$ cat config.mk
export PLATFORM = sky130hd
export DESIGN_NAME = da_adjust_pipe
export DESIGN_NICKNAME = d
export VERILOG_FILES = /design/src/rtl/da_adjust_pipe_pkg.sv /design/src/rtl/da_gain_div.sv /design/src/rtl/da_adjust_pipe.sv
export SDC_FILE = /design/constraint.sdc
export NUM_CORES = 1
export LEC_CHECK = 0
export CORE_MARGIN = 5
export CORE_UTILIZATION = 43
export DETAILED_ROUTE_END_ITERATION = 16
export GPL_ROUTABILITY_DRIVEN = 1
export PLACE_DENSITY_LB_ADDON = 0.05
export SETUP_SLACK_MARGIN = 0.2
export SLEW_MARGIN = 20
export SYNTH_ARGS = -nofsm -noshare
export SYNTH_HDL_FRONTEND = slang
export SYNTH_SLANG_ARGS = --single-unit
$ cat constraint.sdc
create_clock -name clk -period 4.18 [get_ports clk]
set_input_delay 0.627 -clock clk [delete_from_list [all_inputs] [get_ports clk]]
set_output_delay 0.627 -clock clk [all_outputs]
set_load 0.03 [all_outputs]
$ cat src/rtl/da_adjust_pipe_pkg.sv
// Shared defaults and divider FSM encoding for the DAC-based distance compensation stage.
package da_adjust_pipe_pkg;
    localparam int DIST_W_DEF    = 18;
    localparam int DAC_IN_W_DEF  = 16;
    localparam int DAC_LSB_DEF   = 4;
    localparam int DAC_SEL_W_DEF = 8;
    localparam int DAC_W_DEF     = 10;
    localparam int K_NUMER_DEF   = 2400;
    localparam int K_W_DEF       = 8;
    localparam int SHIFT_DEF     = 5;

    typedef enum logic [1:0] {
        ST_IDLE = 2'd0,
        ST_DIV  = 2'd1,
        ST_DONE = 2'd2
    } div_state_e;
endpackage

$ cat src/rtl/da_gain_div.sv
// Iterative restoring divider producing k = K_NUMER / (max - min), saturated to K_W bits.
module da_gain_div
    import da_adjust_pipe_pkg::*;
#(
    parameter int DAC_W   = DAC_W_DEF,
    parameter int K_NUMER = K_NUMER_DEF,
    parameter int K_W     = K_W_DEF
) (
    input  logic             clk,
    input  logic             rst,
    input  logic             start_i,
    input  logic [DAC_W-1:0] max_i,
    input  logic [DAC_W-1:0] min_i,
    output logic             busy_o,
    output logic             done_o,
    output logic [K_W-1:0]   k_o,
    output div_state_e       state_o
);
    localparam int NB = $clog2(K_NUMER + 1);
    localparam int CW = $clog2(NB + 1);
    localparam logic [NB-1:0] NUMER = NB'(K_NUMER);
    localparam logic [CW-1:0] LAST = CW'(NB - 1);
    localparam logic [31:0] K_MAX = 32'((1 << K_W) - 1);

    div_state_e       state_q;
    logic [DAC_W-1:0] base_q;
    logic [DAC_W-1:0] rem_q;
    logic [DAC_W-1:0] rem_d;
    logic [NB-1:0]    num_q;
    logic [CW-1:0]    cnt_q;
    logic [K_W-1:0]   k_q;
    logic             done_q;
    logic [DAC_W:0]   trial;
    logic             trial_ge;
    logic [K_W-1:0]   quot_sat;

    // num_q shifts numerator bits out of the top while quotient bits enter at the bottom
    always_comb begin
        trial    = {rem_q, num_q[NB-1]};
        trial_ge = (trial >= {1'b0, base_q});
        rem_d    = trial_ge ? DAC_W'(trial - {1'b0, base_q}) : DAC_W'(trial);
        quot_sat = (32'(num_q) > K_MAX) ? '1 : K_W'(num_q);
    end

    always_ff @(posedge clk or negedge rst) begin
        if (!rst) begin
            state_q <= ST_IDLE;
            base_q  <= '0;
            rem_q   <= '0;
            num_q   <= '0;
            cnt_q   <= '0;
            k_q     <= '0;
            done_q  <= 1'b0;
        end else begin
            done_q <= 1'b0;
            case (state_q)
                ST_IDLE: begin
                    if (start_i) begin
                        rem_q <= '0;
                        cnt_q <= '0;
                        if (max_i > min_i) begin
                            base_q  <= max_i - min_i;
                            num_q   <= NUMER;
                            state_q <= ST_DIV;
                        end else begin
                            num_q   <= '0;
                            state_q <= ST_DONE;
                        end
                    end
                end
                ST_DIV: begin
                    rem_q <= rem_d;
                    num_q <= {num_q[NB-2:0], trial_ge};
                    cnt_q <= cnt_q + 1'b1;
                    if (cnt_q == LAST) state_q <= ST_DONE;
                end
                ST_DONE: begin
                    k_q     <= quot_sat;
                    done_q  <= 1'b1;
                    state_q <= ST_IDLE;
                end
                default: state_q <= ST_IDLE;
            endcase
        end
    end

    assign busy_o  = (state_q != ST_IDLE);
    assign done_o  = done_q;
    assign k_o     = k_q;
    assign state_o = state_q;
endmodule

$ cat src/rtl/da_adjust_pipe.sv
// Three-stage distance compensation: result = ad_distance - ((clamped dac offset * k) >> SHIFT).
module da_adjust_pipe
    import da_adjust_pipe_pkg::*;
#(
    parameter int DIST_W    = DIST_W_DEF,
    parameter int DAC_IN_W  = DAC_IN_W_DEF,
    parameter int DAC_LSB   = DAC_LSB_DEF,
    parameter int DAC_SEL_W = DAC_SEL_W_DEF,
    parameter int DAC_W     = DAC_W_DEF,
    parameter int K_NUMER   = K_NUMER_DEF,
    parameter int K_W       = K_W_DEF,
    parameter int SHIFT     = SHIFT_DEF
) (
    input  logic                clk,
    input  logic                rst,
    input  logic [DAC_IN_W-1:0] dac_value,
    input  logic                temp_en,
    input  logic [DIST_W-1:0]   ad_distance,
    input  logic [DAC_W-1:0]    dac_max,
    input  logic [DAC_W-1:0]    dac_min,
    input  logic                cfg_load,
    input  logic                comp_en,
    output logic                k_busy,
    output logic                k_ready,
    output logic [K_W-1:0]      k_active,
    output logic                da_en,
    output logic [DIST_W-1:0]   da_distance,
    output logic                sat_flag
);
    localparam int PROD_W = DAC_W + K_W;
    localparam int CMP_W  = (DIST_W > PROD_W) ? DIST_W : PROD_W;

    div_state_e       div_state;
    logic             div_start;
    logic [DAC_W-1:0] min_q, base_q;
    logic [DAC_W-1:0] dac_real, change_d;
    logic             dac_unused;

    logic              s1_valid_q, s1_comp_q;
    logic [DAC_W-1:0]  s1_change_q;
    logic [K_W-1:0]    s1_k_q;
    logic [DIST_W-1:0] s1_dist_q;
    logic [PROD_W-1:0] corr_d;

    logic              s2_valid_q, s2_comp_q;
    logic [PROD_W-1:0] s2_corr_q;
    logic [DIST_W-1:0] s2_dist_q;
    logic [CMP_W-1:0]  corr_ext, dist_ext;
    logic [DIST_W-1:0] result_d;
    logic              sat_d;

    logic              da_en_q, sat_q;
    logic [DIST_W-1:0] da_dist_q;

    // k_active only changes when the divider finishes, so in-flight samples never see a partial k
    assign div_start = cfg_load & ~k_busy;

    da_gain_div #(
        .DAC_W  (DAC_W),
        .K_NUMER(K_NUMER),
        .K_W    (K_W)
    ) u_div (
        .clk    (clk),
        .rst    (rst),
        .start_i(div_start),
        .max_i  (dac_max),
        .min_i  (dac_min),
        .busy_o (k_busy),
        .done_o (k_ready),
        .k_o    (k_active),
        .state_o(div_state)
    );

    always_ff @(posedge clk or negedge rst) begin
        if (!rst) begin
            min_q  <= '0;
            base_q <= '0;
        end else if (div_start) begin
            min_q  <= dac_min;
            base_q <= (dac_max > dac_min) ? dac_max - dac_min : '0;
        end
    end

    assign dac_real   = DAC_W'(dac_value[DAC_LSB+DAC_SEL_W-1:DAC_LSB]);
    assign dac_unused = ^{dac_value[DAC_IN_W-1:DAC_LSB+DAC_SEL_W], dac_value[DAC_LSB-1:0]};

    always_comb begin
        change_d = '0;
        if (dac_real > min_q) begin
            change_d = dac_real - min_q;
            if (change_d > base_q) change_d = base_q;
        end
    end

    assign corr_d = (PROD_W'(s1_change_q) * PROD_W'(s1_k_q)) >> SHIFT;

    always_comb begin
        corr_ext = CMP_W'(s2_corr_q);
        dist_ext = CMP_W'(s2_dist_q);
        result_d = s2_dist_q;
        sat_d    = 1'b0;
        if (s2_comp_q) begin
            if (corr_ext > dist_ext) begin
                result_d = '0;
                sat_d    = 1'b1;
            end else begin
                result_d = DIST_W'(dist_ext - corr_ext);
            end
        end
    end

    always_ff @(posedge clk or negedge rst) begin
        if (!rst) begin
            s1_valid_q  <= 1'b0;
            s1_comp_q   <= 1'b0;
            s1_change_q <= '0;
            s1_k_q      <= '0;
            s1_dist_q   <= '0;
            s2_valid_q  <= 1'b0;
            s2_comp_q   <= 1'b0;
            s2_corr_q   <= '0;
            s2_dist_q   <= '0;
            da_en_q     <= 1'b0;
            da_dist_q   <= '0;
            sat_q       <= 1'b0;
        end else begin
            s1_valid_q <= temp_en;
            if (temp_en) begin
                s1_change_q <= change_d;
                s1_k_q      <= k_active;
                s1_dist_q   <= ad_distance;
                s1_comp_q   <= comp_en;
            end
            s2_valid_q <= s1_valid_q;
            if (s1_valid_q) begin
                s2_corr_q <= corr_d;
                s2_dist_q <= s1_dist_q;
                s2_comp_q <= s1_comp_q;
            end
            da_en_q <= s2_valid_q;
            if (s2_valid_q) begin
                da_dist_q <= result_d;
                sat_q     <= sat_d;
            end
        end
    end

    assign da_en       = da_en_q;
    assign da_distance = da_dist_q;
    assign sat_flag    = sat_q;
endmodule

-- Word level (Yosys, flattened, before mapping)
Cells that the tools add are included.
- register bits: 158
- output and inout port bits: 30
- $add $sub $neg: 5
- multipliers: 1
- magnitude comparators: 6
- eq/ne operators: 5
- muxes and demuxes: 21
- bitwise logic cells: 2
- reductions and logical operators: 6
- operators by type and width (kind ; number):
    $mux 10 ; 5
    $mux 18 ; 2
    $mux 12 ; 2
    $pmux 12 s2 ; 1
    $gt 10x10->1 ; 2
    $pmux 10 s2 ; 1
    $sub 10x10->10 ; 2
    $gt 13x18->1 ; 1
    $mul 10x8->18 ; 1
    $sub 18x13->18 ; 1
    $gt 12x8->1 const B ; 1
    $ge 11x10->1 ; 1
    $gt 8x10->1 ; 1
    $sub 8x10->10 ; 1
    $mux 8 ; 1
    $pmux 4 s2 ; 1
    $mux 2 ; 3
    $add 4x1->4 const B ; 1
    $eq 4x4->1 const B ; 1
    $mux 4 ; 1
    $pmux 2 s2 ; 1
    $reduce_and 2->1 ; 2
    $reduce_bool 2->1 ; 2
    $mux 1 ; 3
    8 further kinds ; 8

-- Logic depth before layout (Yosys ltp)
Gate-level depths: netlist of run 1.
- word-level depth: 5
- gate-level depth with buffers: 18

-- Cells and area by module
A second synthesis of run 1 with hierarchy kept.
- cell total of the unflattened synthesis: 1153
- area, all modules: 11328.4 sq um
- modules (own cells, without submodules) (module ; instances ; cells an instance ; area an instance (sq um) ; sequential area each (sq um)):
    da_adjust_pipe ; 1 ; 873 ; 8514.4 ; 2777.7
    da_gain_div ; 1 ; 280 ; 2813.9 ; 1176.1

-- Least setup slack after synthesis of run 1
Ideal clock, no wire load.
- path kind: register to register
- start point: register s1_k_q[4]
- end point: register s2_corr_q[8], in the netlist corr_ext[8]
- library setup time: 0.134 ns
- data arrival time: 4.291 ns
- path slack: -0.245 ns
- cell stages (with the launch flop): 16
- buffers on the path: 1
- cell sequence: dfrtp_1 clkbuf_1 and2_1 fa_1 inv_1 fa_1 fa_1 fa_1 inv_1 ha_1 a21o_1 a31o_4 a41o_4 o31ai_4 xor2_1 a21oi_1
- cells in the longest elaborated chain, start to end: 1
- RTL lines (item ; RTL line ; source):
    start: declaration ; da_adjust_pipe.sv:41 ; logic [K_W-1:0] s1_k_q;
    start signal: assignment ; da_adjust_pipe.sv:130 ; s1_k_q <= k_active;
    $mul 10x8->18 ; da_adjust_pipe.sv:95 ; assign corr_d = (PROD_W'(s1_change_q) * PROD_W'(s1_k_q)) >> SHIFT;
    end signal: assignment ; da_adjust_pipe.sv:136 ; s2_corr_q <= corr_d;
    end: declaration ; da_adjust_pipe.sv:46 ; logic [PROD_W-1:0] s2_corr_q;
Every way passes these cells.
A chain may end at the register's enable or synchronous reset.

-- Worst setup path in the final report of run 1
- start point: register s1_k_q[2]
- end point: register s2_corr_q[8], in the netlist corr_ext[8]
The elaborated chain is that of the path after synthesis.

==> impl_results.md, run 1 <==
* Status: finished with violations
* Failing checks: setup timing
* Slew Limit Headroom at a little under a third
* Total CTS buffers at 17
* CTS clk-pin slew, worst paths at 0.07 ns
* Worst Max-Slew Pin Slew at 1.043 ns
* Core area at 24960 um^2
* DP Area at 12460 um^2
* Maximum vdd ir drop at 350.9 uV
* Remaining Overflow, GRT at 0
* Final HPWL DP at 18.29 mm
* Root buf cell: clkbuf_16
* WP data required at 4.47 ns
* R2R Setup Slk at -0.06 ns
* Largest area contributor in the netlist: dfrtp_1
* H-tree depth at 4
* Die Wd at 168.4 um
* #FFs+latches synth at 158
* Die height at roughly 170 um
* # hold bufs at CTS at 0
* Commonest non-fill, non-tap cells in the layout: dfrtp_1 (150), inv_1 (131), ha_1 (80), clkdlybuf4s50_1 (79)
* Top post-synthesis cells by area: dfrtp_1 (37%), ha_1 (10%), fa_1 (9.5%), mux2_2 (4.9%), inv_1 (4.7%)
* Largest net degree at the start of global routing at a little over 80
* Clock Sink Count at 158
* Leakage power at 6.269 nW
* Worst Hold Class: input pin to async pin
* Die area at 28350 um^2
* CTS Buffer Depth at 2
* Final setup vio count at 5
* Worst Setup EP: corr_ext[8]
* Number of global-route vias before repair at approximately 8200
* Setup ws final at -0.06187 ns
* Initial antenna violation count at 0
* Crit path max fanout at 7
* Tmin final at about 4.2 ns
* I/O pins at 89
* First-pass GRT wire length at 40.83 mm
* Data arrival, critical path at 4.54 ns
* Slew Limit Fails at 0
* Per-cell routed wire length at 15.16 um
* Synth Flop Type: dfrtp_1
* Synth top area share at 36.66%
* Synth warn at 0
* Post-route cell area at 13300 um^2
* Cell area after synthesis at 10790 um^2
* CTS tree: done
* Via Count at 7954
* Ys async rst share at 100.0%
* DRC viols at 0
* GP Congestion at approximately 0.85
* Post-synth cell types at 66
* Final period util at 101.5%
* IO Port Bufs at 80
* Total track usage at ~18%
* Mapped Cells at 1085
* Dpl ws at -0.1686 ns
* Max Freq at 235.7 MHz
* Detail Route Antenna Nets at 0
* Final WL at 23.79 mm
* Avg Cell Area, Syn at 9.940 um^2
* Seq/Total Area, Yosys at approximately 37%
* Post-synth EDFFs at 0
* Via-to-Cell Ratio at 5.069
* Final clock skew at 0.01435 ns
* CP Class: flop to flop
* Worst Setup SP: s1_k_q[2]
* Share of cells above drive strength 1 at 17.43%
* Max Cap Viol at 0
* Final hold vios at 0
* Drt first pass iters at 4
* RR Endpoint: corr_ext[8]
* Reg2reg path depth at 14
* N_diodes at 0
* Commonest non-fill, non-tap cell in the layout: dfrtp_1
* Clk_lat worst skew at approximately 0.43 ns
* Rows at 58
* Crit start category: flop
* NumNets Final at 1423
* Syn nets at 1282
* DRT iter0 DRCs at 320
* Area delta synth->final at 23.27%
* Pwr dens at 758.6 nW/um^2
* Unrepaired setup endpoints after global routing: true
* CP Capture Type: flop
* R2R Path Start: s1_k_q[2]
* Initial Utilization at between 40% and 50%
worst max-delay path, stage by stage (launching register included):
cell and delay, ns:
dfrtp_2 0.46, and2_4 0.16, fa_1 0.55, inv_2 0.04, fa_1 0.46, fa_1 0.50
fa_1 0.50, inv_2 0.05, ha_4 0.21, a21o_1 0.19, a31o_4 0.21, a41o_4 0.23
o31ai_4 0.29, xor2_1 0.18, a21oi_1 0.08
layer usage:
layer	up-vias	GRT usage [%]	share of wire, %
li1	4008	-	-
met1	3847	22.11	45
met2	75	31.52	52
met3	24	2.606	2.0
met4	0	4.517	1.4
met5	-	0	0
flip-flops by register name (all words and copies together), names as in the netlist, 2 cells and up:
signal / cells
u_div.state_o: 2
min_q: 10
u_div.rem_q: 10
dist_ext: 18
corr_ext: 13
s1_dist_q: 18
s1_change_q: 10
u_div.k_o: 8
u_div.cnt_q: 4
u_div.num_q: 12
u_div.base_q: 10
da_distance: 18
base_q: 10
s1_k_q: 8
where the power goes:
group / internal, mW / switching (mW) / total [mW] / leakage [nW]
clock network: 0.926 / 0.717 / 1.64 / 0.302
logic: 2.92 / 3.07 / 5.99 / 4.03
registers: 2.02 / 0.434 / 2.45 / 1.94
total: 5.87 / 4.22 / 10.1 / 6.27
cells by family after synthesis:
kind of cell / count (synthesis) / synth area share, %
and+or+nand+nor: 280 / 13.33
AOI/OAI and AO/OA: 235 / 15.07
xor gates and xnor gates: 42 / 3.411
DFF: 158 / 36.66
adders and majority gates: 138 / 19.56
muxes: 57 / 5.835
buffers and inverters: 175 / 6.137
cell usage after synthesis, types with 4 or more instances:
master	n
dfrtp_1	158
inv_1	136
ha_1	87
nand2_1	73
and2_1	61
a21oi_1	54
fa_1	51
nor2_1	50
o21ai_0	50
mux2_2	47
clkbuf_1	33
xnor2_1	30
a21o_1	23
nand3_1	18
nor3_1	16
nor2b_1	13
a22o_1	12
a22oi_1	12
xor2_1	12
mux2i_1	10
nand2b_1	9
o22a_1	8
a221o_1	7
nand4_1	7
o21bai_1	7
o2bb2ai_1	7
a211oi_1	6
a31oi_1	6
o22ai_1	6
or3_1	6
and2_2	5
nand3b_1	5
o311ai_0	5
and3_1	4
o21a_1	4
through the flow:
stage          instances  power [mW]  hold WS (ns)   TNS [ns]  util [%]
6_report            1569       10.09        0.2408    -0.1539     53.26
5_1_grt             1569       11.07        0.3126     -1.557     53.26
4_1_cts             1569       10.11        0.2779    -0.1931     53.01
3_5_place_dp        1528       8.237        0.4671     -1.535     49.90
3_3_place_gp        1528       8.170        0.4618     -1.070     49.90
2_1_floorplan       1085       6.387        0.3314  -0.004452         -
cell type report:
type	instances	area, um^2
Sequential cell	158	3964
Tap cell	330	412.9
Clock inverter	13	171.4
Multi-Input combinational cell	752	6349
Timing Repair Buffer	160	1441
Clock buffer	19	442.9
Inverter	137	514.2
Fill cell	2355	11670
worst min path at each step:
stage | from | slack [ns] | endpoint
global placement | u_div.base_q[6] | 0.46 | u_div.base_q[6]
finish | rst | 0.24 | corr_ext[0]
floorplan | rst | 0.33 | base_q[0]
detailed placement | base_q[8] | 0.47 | base_q[8]
CTS | rst | 0.28 | corr_ext[2]
global route | rst | 0.31 | s1_dist_q[3]
timing repair:
action / in CTS / in global routing
gates cloned: 0 / 0
setup buffers: 9 / 0
pin swaps: 22 / 10
setup endpoints to repair: 9 / 18
resized for setup: 32 / 16
No activity file was read; power rests on OpenSTA's default activity.
==> inputs of run 2 (changes only) <==
ABC_AREA = 1   (was default)
CAP_MARGIN = 20   (was default)
==> impl_results.md, run 2 <==
* Synth Flop Type: dfrtp_1
* Clk_lat worst skew at between 0.4 and 0.5 ns
* Pwr dens at 712.4 nW/um^2
* Placed cell count at 1995
* Sequential cell area at 3969 um^2
* Worst Max-Slew Pin Slew at 0.9746 ns
* Sum of negative setup slack at 0 ns
* Final hold vios at 0
* Largest area contributor in the netlist: dfrtp_1
* #FFs+latches synth at 158
* Area of the multi-input gates at 6812 um^2
* Internal power at ~5.3 mW
* DRT iter0 DRCs at 468
* Crit path max fanout at 7
* Avg Cell Area, Syn at 7.404 um^2
* IO Port Bufs at 80
* CTS Buffer Depth at 2
* Synth warn at 0
* Data arrival, critical path at between 4 and 5 ns
* Per-cell routed wire length at around 14 um
* Number of global-route vias before repair at 10199
* Leakage power at 7.661 nW
* Clock Sink Count at 158
* Post-synth cell types at 44
* Cell area after synthesis at 11800 um^2
* Post-synth EDFFs at 0
* Crit start category: flop
* Crit-path max cell delay at between 0.5 and 0.6 ns
* Maximum vdd ir drop at 343.5 uV
* Final WL at 29.41 mm
* CP most frequent cell: fa_1
* Mapped Cells at 1593
* Synth top area share at 33.52%
* Die Wd at 175.6 um
* Seq/Total Area, Yosys at 33.52%
* CP max-delay cell: fa_1
* # hold bufs at CTS at 0
* Core area at ~27000 um^2
* Total CTS buffers at 17
* Clock share of power at 15.1%
* DRC viols at 0
* First-pass GRT wire length at 50.05 mm
* Initial Utilization at 43.77%
* Max Freq at around 260 MHz
* Share of cells above drive strength 1 at 10.90%
* Initial antenna violation count at 0
* Synth top cells by count: nand2_1 (487), inv_1 (303), dfrtp_1 (158), nor2_1 (89), ha_1 (87)
* Met3 Use GR at 2.497%
* Logic gate share of total power at 60.6%
* Post-route insts no fill at 2039
* Root buf cell: clkbuf_16
* Commonest non-fill, non-tap cell in the layout: nand2_1
* GP Congestion at 0.8925
* Tmin final at ~3.9 ns
* I/O pins at 89
* Top post-synthesis cells by area: dfrtp_1 (34%), nand2_1 (15%), inv_1 (9.6%), ha_1 (9.2%), fa_1 (8.7%)
* Remaining Overflow, GRT at 0
* Final period util at 93.01%
* Largest net degree at the start of global routing at 100
* Slew Limit Fails at 0
* Worst hold slack at 0.2901 ns
* CTS tree: done
* Commonest non-fill, non-tap cells in the layout: nand2_1 (471), inv_1 (287), dfrtp_1 (146), nor2_1 (83), clkdlybuf4s50_1 (79)
* Ys async rst share at 100.0%
* Post-route cell area at 14070 um^2
* Met2 Use GR at 35.08%
* Final setup vio count at 0
* WP data required at 4.47 ns
* Syn nets at 1790
* Unrepaired setup endpoints after global routing: true
* Status: completed
* NumNets Final at roughly 1900
* CP Class: flop to flop
* Via Count at roughly 9900
* Via-to-Cell Ratio at around 5
* Sw Pwr at 4.701 mW
* Area delta synth->final at 19.27%
* Layer carrying the most global-route usage: met2
* Net Sw Frac at 46.91%
* N_diodes at 0
* Drt first pass iters at 4
* Total track usage at 19.89%
* CP Capture Type: flop
* Met1 usage at 25.95%
* Filler instances at 2639
* H-tree depth at 4
* Cells along the critical path: nand2_1 -> inv_1 -> fa_1 -> fa_1 -> fa_1 -> inv_2 -> fa_1 -> inv_2 -> ha_4 -> a21oi_2 -> o21ai_2 -> nand3b_1 -> nor2_1 -> nor2_1 -> nand2_1 -> o21ai_0
* Final HPWL DP at ~23 mm
* CTS clk-pin slew, worst paths at approximately 0.070 ns
* Die area at 30840 um^2
* Die height at 175.6 um
* DP Area at 13030 um^2
* Power share of the sequential group at approximately a quarter
* Slew Limit Headroom at 35.03%
* Final clock skew at 0.009474 ns
* Worst Hold Class: input pin to async pin
* Detail Route Antenna Nets at 0
* Max Cap Viol at 0
* Most frequent cell after synthesis: nand2_1
* Rows at 60
[run 2: changes by cell type after synthesis, sizes merged, moves of 12 or more]
cell / previous run / this run
nand2: 73 / 494
inv: 136 / 303
nand3: 18 / 91
and2: 66 / 1
mux2: 47 / 0
nor2: 50 / 94
o21ai: 53 / 84
xnor2: 30 / 9
a21o: 23 / 4
a21oi: 54 / 69
nor2b: 13 / 0
o22ai: 6 / 18
[run 2: through the flow]
stage / power [mW] / util (%) / setup slack [ns]
2_1_floorplan: 6.421 / - / 0.2019
3_3_place_gp: 7.838 / 48.36 / 0.05365
3_5_place_dp: 7.905 / 48.36 / 0.05017
4_1_cts: 9.724 / 51.04 / 0.2059
5_1_grt: 11.06 / 52.20 / 0.1473
6_report: 10.02 / 52.20 / 0.2922
[run 2: repair_timing]
item,4_1_cts,5_1_grt
hold endpoints to repair,0,0
gates resized for setup,29,76
setup endpoints to repair,9,10
pin swaps,5,62
setup buffers,4,8
[run 2: per-layer routing]
metal  part of all wire [%]  up-vias  wire (um)
met1                     46     4644      13490
met4                    1.7        0        495
li1                       -     5132          -
met5                      0        -          0
met3                    3.1       28        900
met2                     49      144      14530
[run 2: final cells by class]
| cell class | count | area share, % |
|---|---|---|
| tap | 341 | 3.033 |
| multi-input combinational | 1078 | 48.42 |
| inverter | 307 | 8.191 |
| clock buffer | 21 | 3.273 |
| sequential | 158 | 28.21 |
| clock inverter | 11 | 0.7649 |
| timing repair buffer | 123 | 8.111 |
[run 2: power groups by stage]
stage | logic (mW) | registers, mW | clock network [mW]
4_1_cts | 5.73 | 2.43 | 1.57
6_report | 6.08 | 2.43 | 1.52
3_3_place_gp | 5.39 | 2.45 | 0
2_1_floorplan | 4.01 | 2.41 | 0
3_5_place_dp | 5.45 | 2.45 | 0
5_1_grt | 6.94 | 2.50 | 1.62
[run 2: critical path: cells and delay by family, from the launching register on]
kind / cells / cell delay [ns]
adder cells (fa/ha/maj): 5 / 2.28
flip-flops: 1 / 0.48
AND/OR/NAND/NOR: 5 / 0.52
buffers and inverters: 3 / 0.14
AO/OA/AOI/OAI: 3 / 0.33
[run 2: cells by family (layout without fill, tap and decap cells)]
family / Yosys count / after routing / synth area share (%)
flops: 158 / 158 / 33.52
xor+xnor: 28 / 28 / 2.079
simple gates: 716 / 716 / 25.51
fa+ha+maj: 138 / 138 / 17.88
mux: 1 / 1 / 0.08487
buf+inv: 357 / 462 / 11.81
compound gates: 195 / 195 / 9.112
[run 2: path summary, 6_finish.rpt]
check / startpoint / end / slack [ns] / depth (start not counted)
worst max-delay path: s1_k_q[2] / corr_ext[7] / 0.29 / 16
worst min-delay path: rst / s1_k_q[3] / 0.29 / 1
worst max register to register: s1_k_q[2] / corr_ext[7] / 0.29 / 16
worst min register to register: s1_dist_q[9] / dist_ext[9] / 0.47 / 2
max in group asynchronous: rst / min_q[0] / 3.05 / 2
min in group clk: s1_dist_q[9] / dist_ext[9] / 0.47 / 2
